`src/rtl/bgd_acc_pkg.sv`:
```
// Shared default widths, FSM encoding and saturation helpers for the BGD dot-product accumulator.
package bgd_acc_pkg;

  localparam int DEF_DATA_W      = 13;
  localparam int DEF_ACC_W       = 24;
  localparam int DEF_OUT_W       = 13;
  localparam int DEF_FRAC_SHIFT  = 0;
  localparam int DEF_MUL_LATENCY = 3;
  localparam int DEF_CNT_W       = 8;

  typedef enum logic [1:0] {
    IDLE = 2'd0,
    RUN  = 2'd1,
    OUT  = 2'd2
  } acc_state_t;

  // Largest / smallest value representable in a w-bit two's-complement word.
  function automatic longint sat_max(input int w);
    return (longint'(1) << (w - 1)) - longint'(1);
  endfunction

  function automatic longint sat_min(input int w);
    return -(longint'(1) << (w - 1));
  endfunction

endpackage

```
`src/rtl/bgd_vld_tracker.sv`:
```
// {vld,last} shift register mirroring the multiplier pipeline; advances only while ce is high
// so the tail entry always lines up with the product currently on the multiplier output.
module bgd_vld_tracker #(
  parameter int DEPTH = 3
) (
  input  logic clk,
  input  logic reset_n,
  input  logic ce,
  input  logic in_vld,
  input  logic in_last,
  output logic tail_vld,
  output logic tail_last,
  output logic any_vld
);

  logic [DEPTH-1:0] vld_q;
  logic [DEPTH-1:0] last_q;
  logic [DEPTH-1:0] vld_d;
  logic [DEPTH-1:0] last_d;

  genvar gi;
  generate
    for (gi = 0; gi < DEPTH; gi++) begin : g_stage
      if (gi == 0) begin : g_head
        // last is only meaningful for a real element
        assign vld_d[gi]  = in_vld;
        assign last_d[gi] = in_vld & in_last;
      end else begin : g_body
        assign vld_d[gi]  = vld_q[gi-1];
        assign last_d[gi] = last_q[gi-1];
      end
    end
  endgenerate

  always_ff @(posedge clk) begin
    if (!reset_n) begin
      vld_q  <= '0;
      last_q <= '0;
    end else if (ce) begin
      vld_q  <= vld_d;
      last_q <= last_d;
    end
  end

  assign tail_vld  = vld_q[DEPTH-1];
  assign tail_last = last_q[DEPTH-1];
  assign any_vld   = |vld_q;

endmodule

```
`src/rtl/bgd_dot_accumulator.sv`:
```
// Accumulates BGD multiplier products over one vector and hands the scaled dot product to the sigmoid stage.
// Optional macro BGD_ACC_SAT_EN: saturating accumulate/narrow with a sticky per-vector out_sat flag.
module bgd_dot_accumulator
  import bgd_acc_pkg::*;
#(
  parameter int DATA_W      = DEF_DATA_W,
  parameter int ACC_W       = DEF_ACC_W,
  parameter int OUT_W       = DEF_OUT_W,
  parameter int FRAC_SHIFT  = DEF_FRAC_SHIFT,
  parameter int MUL_LATENCY = DEF_MUL_LATENCY,
  parameter int CNT_W       = DEF_CNT_W
) (
  input  logic                     clk,
  input  logic                     reset_n,
  input  logic                     en,
  input  logic                     issue_vld,
  input  logic                     issue_last,
  output logic                     mul_ce,
  input  logic signed [DATA_W-1:0] prod_in,
  output logic                     out_vld,
  input  logic                     out_rdy,
  output logic signed [OUT_W-1:0]  out_data,
  output logic [CNT_W-1:0]         out_cnt,
  output logic                     out_sat,
  output logic                     busy
);

  logic                    stall;
  logic                    tail_vld;
  logic                    tail_last;
  logic                    trk_any;
  logic                    take;
  logic                    take_last;
  logic signed [ACC_W-1:0] acc_q, acc_d;
  logic signed [ACC_W-1:0] sum;
  logic signed [OUT_W-1:0] narrowed;
  logic signed [OUT_W-1:0] out_data_q, out_data_d;
  logic [CNT_W-1:0]        cnt_q, cnt_d;
  logic [CNT_W-1:0]        out_cnt_q, out_cnt_d;
  logic                    out_vld_q, out_vld_d;
  logic                    act_q, act_d;
  acc_state_t              state_q, state_d;

  // Backpressure freezes the multiplier and the tracker together.
  assign stall     = out_vld_q & ~out_rdy;
  assign mul_ce    = en & ~stall;
  assign take      = tail_vld & mul_ce;
  assign take_last = take & tail_last;

  bgd_vld_tracker #(
    .DEPTH (MUL_LATENCY)
  ) u_trk (
    .clk       (clk),
    .reset_n   (reset_n),
    .ce        (mul_ce),
    .in_vld    (issue_vld),
    .in_last   (issue_last),
    .tail_vld  (tail_vld),
    .tail_last (tail_last),
    .any_vld   (trk_any)
  );

`ifdef BGD_ACC_SAT_EN
  localparam logic signed [ACC_W:0]   ACC_MAX_W = (ACC_W+1)'(sat_max(ACC_W));
  localparam logic signed [ACC_W:0]   ACC_MIN_W = (ACC_W+1)'(sat_min(ACC_W));
  localparam logic signed [ACC_W-1:0] ACC_MAX   = ACC_W'(sat_max(ACC_W));
  localparam logic signed [ACC_W-1:0] ACC_MIN   = ACC_W'(sat_min(ACC_W));
  localparam logic signed [ACC_W-1:0] NAR_MAX   = ACC_W'(sat_max(OUT_W));
  localparam logic signed [ACC_W-1:0] NAR_MIN   = ACC_W'(sat_min(OUT_W));

  logic signed [ACC_W:0]   wide_sum;
  logic signed [ACC_W-1:0] shifted;
  logic                    add_clip;
  logic                    nar_clip;
  logic                    clip_q, clip_d;
  logic                    out_sat_q, out_sat_d;

  always_comb begin
    wide_sum = {acc_q[ACC_W-1], acc_q} + {{(ACC_W-DATA_W+1){prod_in[DATA_W-1]}}, prod_in};
    add_clip = 1'b0;
    sum      = wide_sum[ACC_W-1:0];
    if (wide_sum > ACC_MAX_W) begin
      sum      = ACC_MAX;
      add_clip = 1'b1;
    end else if (wide_sum < ACC_MIN_W) begin
      sum      = ACC_MIN;
      add_clip = 1'b1;
    end
    shifted  = sum >>> FRAC_SHIFT;
    nar_clip = 1'b0;
    narrowed = shifted[OUT_W-1:0];
    if (shifted > NAR_MAX) begin
      narrowed = OUT_W'(sat_max(OUT_W));
      nar_clip = 1'b1;
    end else if (shifted < NAR_MIN) begin
      narrowed = OUT_W'(sat_min(OUT_W));
      nar_clip = 1'b1;
    end
  end

  // Clip history is sticky across the vector and handed to out_sat when the result loads.
  always_comb begin
    clip_d    = clip_q;
    out_sat_d = out_sat_q;
    if (take_last) begin
      clip_d    = 1'b0;
      out_sat_d = clip_q | add_clip | nar_clip;
    end else if (take) begin
      clip_d = clip_q | add_clip;
    end
  end

  always_ff @(posedge clk) begin
    if (!reset_n) begin
      clip_q    <= 1'b0;
      out_sat_q <= 1'b0;
    end else begin
      clip_q    <= clip_d;
      out_sat_q <= out_sat_d;
    end
  end

  assign out_sat = out_sat_q;
`else
  always_comb begin
    sum      = acc_q + {{(ACC_W-DATA_W){prod_in[DATA_W-1]}}, prod_in};
    narrowed = OUT_W'(sum >>> FRAC_SHIFT);
  end

  assign out_sat = 1'b0;
`endif

  always_comb begin
    acc_d      = acc_q;
    cnt_d      = cnt_q;
    act_d      = act_q;
    out_data_d = out_data_q;
    out_cnt_d  = out_cnt_q;
    out_vld_d  = out_vld_q;
    if (out_vld_q && out_rdy) begin
      out_vld_d = 1'b0;
    end
    // A last load wins over the handshake clear, so back-to-back results have no bubble.
    if (take_last) begin
      acc_d      = '0;
      cnt_d      = '0;
      act_d      = 1'b0;
      out_data_d = narrowed;
      out_cnt_d  = cnt_q + CNT_W'(1);
      out_vld_d  = 1'b1;
    end else if (take) begin
      acc_d = sum;
      cnt_d = cnt_q + CNT_W'(1);
      act_d = 1'b1;
    end
    if (out_vld_d) begin
      state_d = OUT;
    end else if (act_d) begin
      state_d = RUN;
    end else begin
      state_d = IDLE;
    end
  end

  always_ff @(posedge clk) begin
    if (!reset_n) begin
      acc_q      <= '0;
      cnt_q      <= '0;
      act_q      <= 1'b0;
      out_data_q <= '0;
      out_cnt_q  <= '0;
      out_vld_q  <= 1'b0;
      state_q    <= IDLE;
    end else begin
      acc_q      <= acc_d;
      cnt_q      <= cnt_d;
      act_q      <= act_d;
      out_data_q <= out_data_d;
      out_cnt_q  <= out_cnt_d;
      out_vld_q  <= out_vld_d;
      state_q    <= state_d;
    end
  end

  assign out_vld  = out_vld_q;
  assign out_data = out_data_q;
  assign out_cnt  = out_cnt_q;
  assign busy     = (state_q != IDLE) | trk_any;

endmodule
```
`config.mk`:
```
export PLATFORM = sky130hd
export DESIGN_NAME = bgd_dot_accumulator
export DESIGN_NICKNAME = d
export VERILOG_FILES = /design/src/rtl/bgd_acc_pkg.sv /design/src/rtl/bgd_vld_tracker.sv /design/src/rtl/bgd_dot_accumulator.sv
export SDC_FILE = /design/constraint.sdc
export NUM_CORES = 1
export LEC_CHECK = 0
export CAP_MARGIN = 20
export CORE_MARGIN = 2
export CORE_UTILIZATION = 47
export DETAILED_ROUTE_END_ITERATION = 12
export GPL_ROUTABILITY_DRIVEN = 0
export HOLD_SLACK_MARGIN = 0.03
export PLACE_DENSITY = 0.76
export RECOVER_POWER = 100
export SLEW_MARGIN = 30
export SYNTH_ARGS = -nofsm -noshare
export SYNTH_HDL_FRONTEND = slang
export SYNTH_SLANG_ARGS = --single-unit
```
`constraint.sdc`:
```
create_clock -name clk -period 2.6 [get_ports clk]
set_input_delay 0.52 -clock clk [delete_from_list [all_inputs] [get_ports clk]]
set_output_delay 0.52 -clock clk [all_outputs]
set_load 0.005 [all_outputs]
```
# Yosys cells after proc, flatten, opt, wreduce, memory -nomap -nowiden
# Index checks and enable logic that the tools add are counted.
# classes
addsub	2
muxes	6
n_bitwise	9
n_reduce_logical	5
# op_table
op	n
$add 24x24->24	1
$add 8x1->8 const B	1
$and 1x1->1	5
$mux 1	5
$reduce_or 2->1	2
$not 1->1	3
$reduce_or 3->1	1
$mux 2	1
$reduce_bool 2->1	1
$logic_and 1x1->1	1
$or 1x1->1	1
# totals
register_bits	63
in_bits	19
output_inout_bits	25
wordCells	32

# Logic depth before layout (Yosys ltp)
# Gate-level depths: netlist of run 1.
# logic_depth
depth_word	9
depth_mapped	8
depth_no_buf	8

# Modules after synthesis
# A second synthesis of run 1 with hierarchy kept.
# hier_totals
hier_cells	292
hier_area_um2	2479.9
# by_module_without_submodules
module	n_inst	cells_per_inst	area_per_inst_um2	seq_area_each_um2
bgd_dot_accumulator	1	271	2243.4	900.9
bgd_vld_tracker	1	21	236.5	120.1

# Least setup slack after synthesis of run 1
# OpenSTA, ideal clock, no wires.
# synth_timing
path_kind	input port to flip-flop
start	input prod_in[0]
end	register out_data_q[12] (netlist: out_data[12])
setup_time_ps	74
arrival_ps	2420
required_time_ps	2526
setup_slack_ps	106
cell_stages	8
n_path_buf	0
cell_sequence	ha_1 > fa_1 > a211oi_2 > o21ai_2 > o2111a_1 > o21a_1 > or3_1 > a31oi_1
# synth_between
elab_chain_cells	1
# synth_rtl
element	line	source
from (decl)	bgd_dot_accumulator.sv:19	input logic signed [DATA_W-1:0] prod_in,
$add 24x24->24	bgd_dot_accumulator.sv:126	sum = acc_q + {{(ACC_W-DATA_W){prod_in[DATA_W-1]}}, prod_in};
to (signal assigned)	bgd_dot_accumulator.sv:178	out_data_q <= out_data_d;
to (decl)	bgd_dot_accumulator.sv:37	logic signed [OUT_W-1:0] out_data_q, out_data_d;
# Every way passes these cells.
# A chain may end at the register's enable or synchronous reset.

# Worst setup path after layout of run 1
# layout_timing
start	input prod_in[1]
end	register acc_q[12]
# layout_between
elab_chain_cells	1
# layout_rtl
element	line	source
$add 24x24->24	bgd_dot_accumulator.sv:126	
to (signal assigned)	bgd_dot_accumulator.sv:167	acc_q <= '0;
to (signal assigned)	bgd_dot_accumulator.sv:175	acc_q <= acc_d;
to (decl)	bgd_dot_accumulator.sv:34	logic signed [ACC_W-1:0] acc_q, acc_d;
# Every way passes these cells.

==> summary.txt, run 1 <==
Pwr
  • Psw: 0.000331 W
  • Register share of total power: 57.7%
  • Clock power share: 33.7%
  • Internal power: 0.00103 W
  • Comb pwr share: 8.5%
  • Switch share: 24.2%
  • Leakage: 1.27 nW
  • Pwr dens: 436 nW/um^2
  • VDD IR max: 0.268 mV
  • Overall Power: 0.00136 W

Global route
  • Vias in the first global route: 2,026
  • GRT overflow: 0
  • Global-route wire length before repair: 9.14 mm
  • Total global-route track usage: 20.9%
  • Initial antenna violation count: 0
  • Largest net degree at the start of global routing: 20

STA
  • Fmax: 398 MHz
  • Slew margin rel.: 64.3%
  • Max-slew violations: 0
  • Minimum clock period: 2510 ps
  • Slew of the pin with the lowest slew margin: 536 ps
  • TNS Setup: 0 ps
  • RSZ-0062 raised after global routing: false
  • Clock Skews: 7.05 ps
  • Tcrit/Tclk final: 96.7%
  • Final setup vio count: 0
  • Fin. Hold Viols: 0

Critical path
  • Crit path to: acc_q[12]$_SDFFE_PP0P_
  • Worst Setup End Kind: flop
  • Crit path buf inv count: 2
  • Reg2reg start: acc_q[0]$_SDFFE_PP0P_
  • CP max stage delay: 460 ps
  • Crit path kind: in -> reg
  • CP required: 2800 ps
  • CP cell instances: clkdlybuf4s50_1 > fa_2 > a211oi_2 > o21ai_2 > o2111a_1 > o21a_1 > buf_4 > o41ai_1
  • R2R cell count: 8
  • Max stage delay cell, worst path: clkdlybuf4s50_1
  • FF-to-FF End: acc_q[12]$_SDFFE_PP0P_
  • WP depth: 8
  • Crit path from: prod_in[1]
  • Startpoint types: input port
  • CP arrival: 2720 ps
  • Reg-to-reg slack, setup: 280 ps
  • Crit path max fanout: 3
  • Critical path's top delay family: compound AO/OA/AOI/OAI gates

Synthesis
  • Top-area cell type share of the netlist area: 42.4%
  • Mapped Area: 2410 sq um
  • EDFF count, synth: 0
  • Synth cell types: 37
  • Synthesis Warnings: 0
  • Sequential fraction of the synthesis area: 42.4%
  • Mapped Avg Cell Area: 8.27 sq um
  • Synthesized flop and latch total: 51
  • Main flop type after synthesis: dfxtp_1
  • Mapped Nets: 324
  • Area leader, netlist: dfxtp_1
  • Top cells by area, synth: dfxtp_1, nand2_1, ha_1
  • Cell count after synthesis: 291
  • FFs w/ async S/R, synth: 0%

Place
  • Placed instance count: 414
  • Hpwl dp: 4.11 mm
  • DP Area: 3040 sq um
  • PortBufs: 42

CTS
  • H-tree depth: 2
  • CTS Sinks: 51
  • CTS clk-pin slew, worst paths: 90 ps
  • CTS tree: yes
  • Hold-fix buffers, CTS: 0
  • CTS root buf: clkbuf_8
  • Maximum buffer depth of the clock tree: 2
  • CTS Buf Count: 5
  • Worst-skew pair later-pin latency: 310 ps

Outcome
  • Status: finished, final reports clean

Final layout
  • Design area: 3130 sq um
  • Layout Nets: 386
  • Layout Cells excl Fill: 424
  • Post-layout util: 62.5%
  • Ant diodes: 0
  • Fill cells: 468
  • Layout cells sized above 1: 9.32%
  • Layout area overhead: 30.1%

Die
  • Ports: 44
  • Chip Height: 75.6 um
  • Die X: 75.6 um
  • Starting Density: 48.0%
  • Cell Rows: 26
  • Die area: 5710 sq um
  • Core area: 5010 sq um

Route
  • DRT antenna net count: 0
  • Routed WL: 5.58 mm
  • Initial drt markers: 103
  • # DRC: 0
  • Via Count: 2,218
  • Routed len/inst: 13.2 um
  • DR vias/cell: 5.23
  • TritonRoute pass-1 iters: 4

Worst hold path
  • Min-Delay Path Class: reg -> reg

Run
  • Max-cap violations: 0
## flip-flops by register name, indices dropped and copies added, names as in the netlist
| register | flops |
|---|---|
| out_data | 13 |
| out_cnt | 8 |
| acc_q | 13 |
| cnt_q | 8 |
| state_q | 1 |
| out_vld | 1 |
| u_trk.vld_q | 3 |
| u_trk.last_q | 3 |
| act_q | 1 |
## cell usage in the layout (no fill, tap or decap), drive strengths merged
cell,Yosys,final
o211ai,3,3
o2111a,1,1
nor3,3,3
or3,5,5
clkdlybuf4s50,0,16
dlygate4sd3,0,25
dlymetal6s2s,0,1
ha,13,13
o21ai,9,9
conb,1,1
nor2b,1,1
fa,1,1
a21o,7,7
clkbuf,8,14
buf,4,16
o21a,2,2
o41ai,1,1
xnor2,10,10
nor2,33,33
nand2,53,53
nand2b,1,1
nand4b,1,1
mux2i,1,1
and2,3,3
a31oi,5,5
o311ai,3,3
a21oi,31,31
clkinv,2,4
a211oi,11,11
xor2,10,10
dfxtp,51,51
inv,2,3
nand3,13,13
o22ai,1,1
and3,1,1
## final cells by class
type | count | area, sq um | share of cell area [%]
multi-input combinational | 224 | 1340 | 42.7
tap | 70 | 87.6 | 2.80
timing repair buffer | 67 | 582 | 18.6
sequential | 51 | 1020 | 32.6
inverter | 4 | 15.0 | 0.480
clock buffer | 5 | 68.8 | 2.20
clock inverter | 3 | 18.8 | 0.600
## metal layers
| layer | track usage [%] | vias up | share of wire, % |
|---|---|---|---|
| met2 | 36.6 | 53 | 50 |
| met5 | 0 | - | 0 |
| met1 | 25.9 | 1021 | 44 |
| li1 | - | 1139 | - |
| met3 | 5.03 | 5 | 5.0 |
| met4 | 5.46 | 0 | 0.88 |
## worst min-delay path by stage
stage,start,end,slack [ps],depth (start not counted)
CTS,out_data[6]$_SDFFE_PN0P_,out_data[6]$_SDFFE_PN0P_,460,2
finish,out_data[6]$_SDFFE_PN0P_,out_data[6]$_SDFFE_PN0P_,460,2
detailed placement,out_data[0]$_SDFFE_PN0P_,out_data[0]$_SDFFE_PN0P_,450,2
global placement,u_trk.last_q[0]$_SDFFE_PN0N_,u_trk.last_q[0]$_SDFFE_PN0N_,440,2
floorplan,u_trk.last_q[0]$_SDFFE_PN0N_,u_trk.last_q[1]$_SDFFE_PN0N_,430,2
global route,u_trk.last_q[0]$_SDFFE_PN0N_,u_trk.last_q[0]$_SDFFE_PN0N_,480,2
## what timing repair did
item / in CTS / in global routing
setup buffers: 0 / 2
endpoints found under the setup margin: 2 / 4
pin swaps: 1 / 8
hold endpoints to repair: 0 / 0
resized for setup: 2 / 6
## worst reg2reg max path: stages (launching register included)
cell and delay, ps:
dfxtp_1 330, ha_2 200, fa_2 380, a211oi_2 250
o21ai_2 90, o2111a_1 280, o21a_1 210, buf_4 150
o41ai_1 340
## power by group through the flow
stage	logic, W	registers (W)	clock network (W)
after global placement	0.000116	0.000806	0
final	0.000117	0.000787	0.000461
after detailed placement	0.000118	0.000806	0
after CTS	0.000119	0.000788	0.000472
after global routing	0.000127	0.000788	0.000500
after floorplan	0.0000552	0.000805	0
## cells by family after synthesis
group                      share of synthesized area (%)
xor gates and xnor gates                            7.28
buffers and inverters                               2.76
adders and majority gates                           7.59
other                                              0.156
and+or+nand+nor                                     20.0
DFF                                                 42.4
AOI/OAI and AO/OA                                   19.4
muxes                                              0.416
## cells in the mapped netlist (3+ instances only)
cell and count:
a211oi_1 10, a21o_1 6, a21oi_1 31, a31oi_1 5, and2_1 3, clkbuf_1 8
dfxtp_1 51, ha_1 13, nand2_1 53, nand3_1 13, nor2_1 33, nor3_1 3
o211ai_1 3, o21ai_0 8, o311ai_0 3, or3_1 5, xnor2_1 10, xor2_1 10
## through the flow
step                hold slack, ps  worst slack, ps
global route                   482             21.5
CTS                            462             34.3
global placement               443             -317
finish                         455             85.3
detailed placement             449             -379
floorplan                      432              106
(Power assumes the default switching activity.)
==> run 2, diff against run 1 <==
--- a/config.mk
+++ b/config.mk
@@ -8,6 +8,7 @@
 export CAP_MARGIN = 20
 export CORE_MARGIN = 2
 export CORE_UTILIZATION = 47
+export CTS_CLUSTER_SIZE = 25
 export DETAILED_ROUTE_END_ITERATION = 12
 export GPL_ROUTABILITY_DRIVEN = 0
 export HOLD_SLACK_MARGIN = 0.03
==> results of run 2 <==
Same layout as run 1: the final DEF is identical, and so are final timing and power.
==> run 3, diff against run 2 <==
--- a/config.mk
+++ b/config.mk
@@ -10,11 +10,10 @@
 export CORE_UTILIZATION = 47
 export CTS_CLUSTER_SIZE = 25
 export DETAILED_ROUTE_END_ITERATION = 12
-export GPL_ROUTABILITY_DRIVEN = 0
 export HOLD_SLACK_MARGIN = 0.03
 export PLACE_DENSITY = 0.76
 export RECOVER_POWER = 100
-export SLEW_MARGIN = 30
+export SLEW_MARGIN = 20
 export SYNTH_ARGS = -nofsm -noshare
 export SYNTH_HDL_FRONTEND = slang
 export SYNTH_SLANG_ARGS = --single-unit
==> summary.txt, run 3 (synthesis results as in run 1) <==
Final layout
  • Ant diodes: 0
  • Fill cells: 482
  • Commonest non-fill, non-tap cell in the layout: nand2_1
  • Commonest non-fill, non-tap cells in the layout: nand2_1, dfxtp_1, nor2_1, a21oi_1, dlygate4sd3_1
  • Register Area: 1020 sq um
  • Layout Nets: 383
  • Layout area overhead: 29.4%
  • Layout cells sized above 1: 8.83%
  • Area of the multi-input gates: 1330 sq um

Critical path
  • Critical path's top delay family: compound AO/OA/AOI/OAI gates
  • CP max stage delay: 450 ps
  • Crit path buf inv count: 1
  • CP required: 2780 ps
  • Crit path max fanout: 4
  • Max stage delay cell, worst path: clkdlybuf4s50_1
  • Worst Setup End Kind: flop
  • Startpoint types: input port
  • CP arrival: 2630 ps
  • Crit path kind: in -> reg
  • CP cell instances: clkdlybuf4s50_1 > fa_2 > a211oi_2 > o21ai_2 > o2111a_1 > o21a_1 > o311ai_0 > o41ai_1

STA
  • Fmax: 407 MHz
  • Slew margin rel.: 60.4%
  • Slew of the pin with the lowest slew margin: 592 ps
  • RSZ-0062 raised after global routing: false
  • Setup ws final: 143 ps
  • Tcrit/Tclk final: 94.5%
  • Clock Skews: 7.29 ps
  • Fin. Hold Viols: 0
  • Max-slew violations: 0
  • Final setup vio count: 0
  • Minimum clock period: 2460 ps

Route
  • Via Count: 2,209
  • Routed len/inst: 12.7 um
  • DR vias/cell: 5.25
  • TritonRoute pass-1 iters: 4
  • Routed WL: 5.37 mm
  • Initial drt markers: 84
  • DRT antenna net count: 0
  • # DRC: 0

Pwr
  • Internal power: 0.00104 W
  • Comb pwr share: 8.3%
  • Register share of total power: 57.0%
  • VDD IR max: 0.329 mV
  • Psw: 0.000340 W
  • Overall Power: 0.00138 W
  • Switch share: 24.6%
  • Pwr dens: 444 nW/um^2
  • Clock power share: 34.7%
  • Leakage: 1.26 nW

Global route
  • GRT overflow: 0
  • Largest net degree at the start of global routing: 20
  • Total global-route track usage: 19.9%
  • Global-route wire length before repair: 8.67 mm
  • Vias in the first global route: 2,009
  • Initial antenna violation count: 0

CTS
  • CTS Sinks: 51
  • CTS clk-pin slew, worst paths: 100 ps
  • CTS tree: yes
  • H-tree depth: 2
  • CTS root buf: clkbuf_8
  • Worst-skew pair later-pin latency: 300 ps
  • Maximum buffer depth of the clock tree: 2
  • CTS Buf Count: 5

Die
  • Core area: 5010 sq um
  • Die area: 5710 sq um
  • Chip Height: 75.6 um
  • Ports: 44
  • Cell Rows: 26
  • Die X: 75.6 um
  • Starting Density: 48.0%

Worst hold path
  • Min-Delay Path Class: reg -> reg

Place
  • Hpwl dp: 3.95 mm
  • Worst slack at placement: -422 ps
  • PortBufs: 42
  • GPL Wtd Cong: 0.853

Outcome
  • Status: finished, final reports clean

Run
  • Max-cap violations: 0
## run 3: metal layers
layer / share of wire (%) / GRT usage, %
met4: 1.8 / 6.63
met2: 47 / 33.8
met1: 47 / 24.6
met5: 0 / 0
met3: 4.9 / 5.03
## run 3: worst paths after layout
kind	to	slack, ps	from	depth (start not counted)
worst min-delay path	u_trk.last_q[1]$_SDFFE_PN0N_	460	u_trk.last_q[0]$_SDFFE_PN0N_	2
worst max-delay path	acc_q[12]$_SDFFE_PP0P_	140	prod_in[1]	8
worst min register to register	u_trk.last_q[1]$_SDFFE_PN0N_	460	u_trk.last_q[0]$_SDFFE_PN0N_	2
worst max register to register	acc_q[12]$_SDFFE_PP0P_	250	acc_q[0]$_SDFFE_PP0P_	8
## run 3: layout make-up
cell class / instances / share of cell area (%)
Multi-Input combinational cell: 224 / 42.7
Sequential cell: 51 / 32.8
Timing Repair Buffer: 64 / 18.1
Tap cell: 70 / 2.81
Clock buffer: 5 / 2.21
Clock inverter: 3 / 0.884
Inverter: 4 / 0.482
## run 3: power groups by stage
stage          clock [W]  sequential [W]  combinational [W]
2_1_floorplan          0        0.000805          0.0000552
3_3_place_gp           0        0.000806           0.000116
3_5_place_dp           0        0.000806           0.000117
4_1_cts         0.000495        0.000788           0.000118
5_1_grt         0.000512        0.000788           0.000127
6_report        0.000480        0.000788           0.000115
## run 3: per-stage QoR
stage	std cells	hold WS, ps	cell area [sq um]	setup TNS [ps]	util (%)
detailed placement	412	443	3020	-1470	60.3
floorplan	291	432	2410	0	-
global placement	412	443	3020	-1060	60.3
finish	421	456	3110	0	62.1
CTS	420	458	3120	0	62.3
global route	421	489	3110	0	62.1
## run 3: repair_timing
| action | in CTS | in global routing |
|---|---|---|
| resized for setup | 2 | 3 |
| hold buffers | 0 | 0 |
| endpoints found under the setup margin | 2 | 3 |
| setup buffers | 0 | 1 |
| pin swaps | 1 | 8 |
## run 3: worst reg2reg max path, cell delays in order, from the launching register on
cell,delay [ps]
dfxtp_1,330
ha_2,200
fa_2,410
a211oi_2,240
o21ai_2,80
o2111a_1,270
o21a_1,210
o311ai_0,330
o41ai_1,140
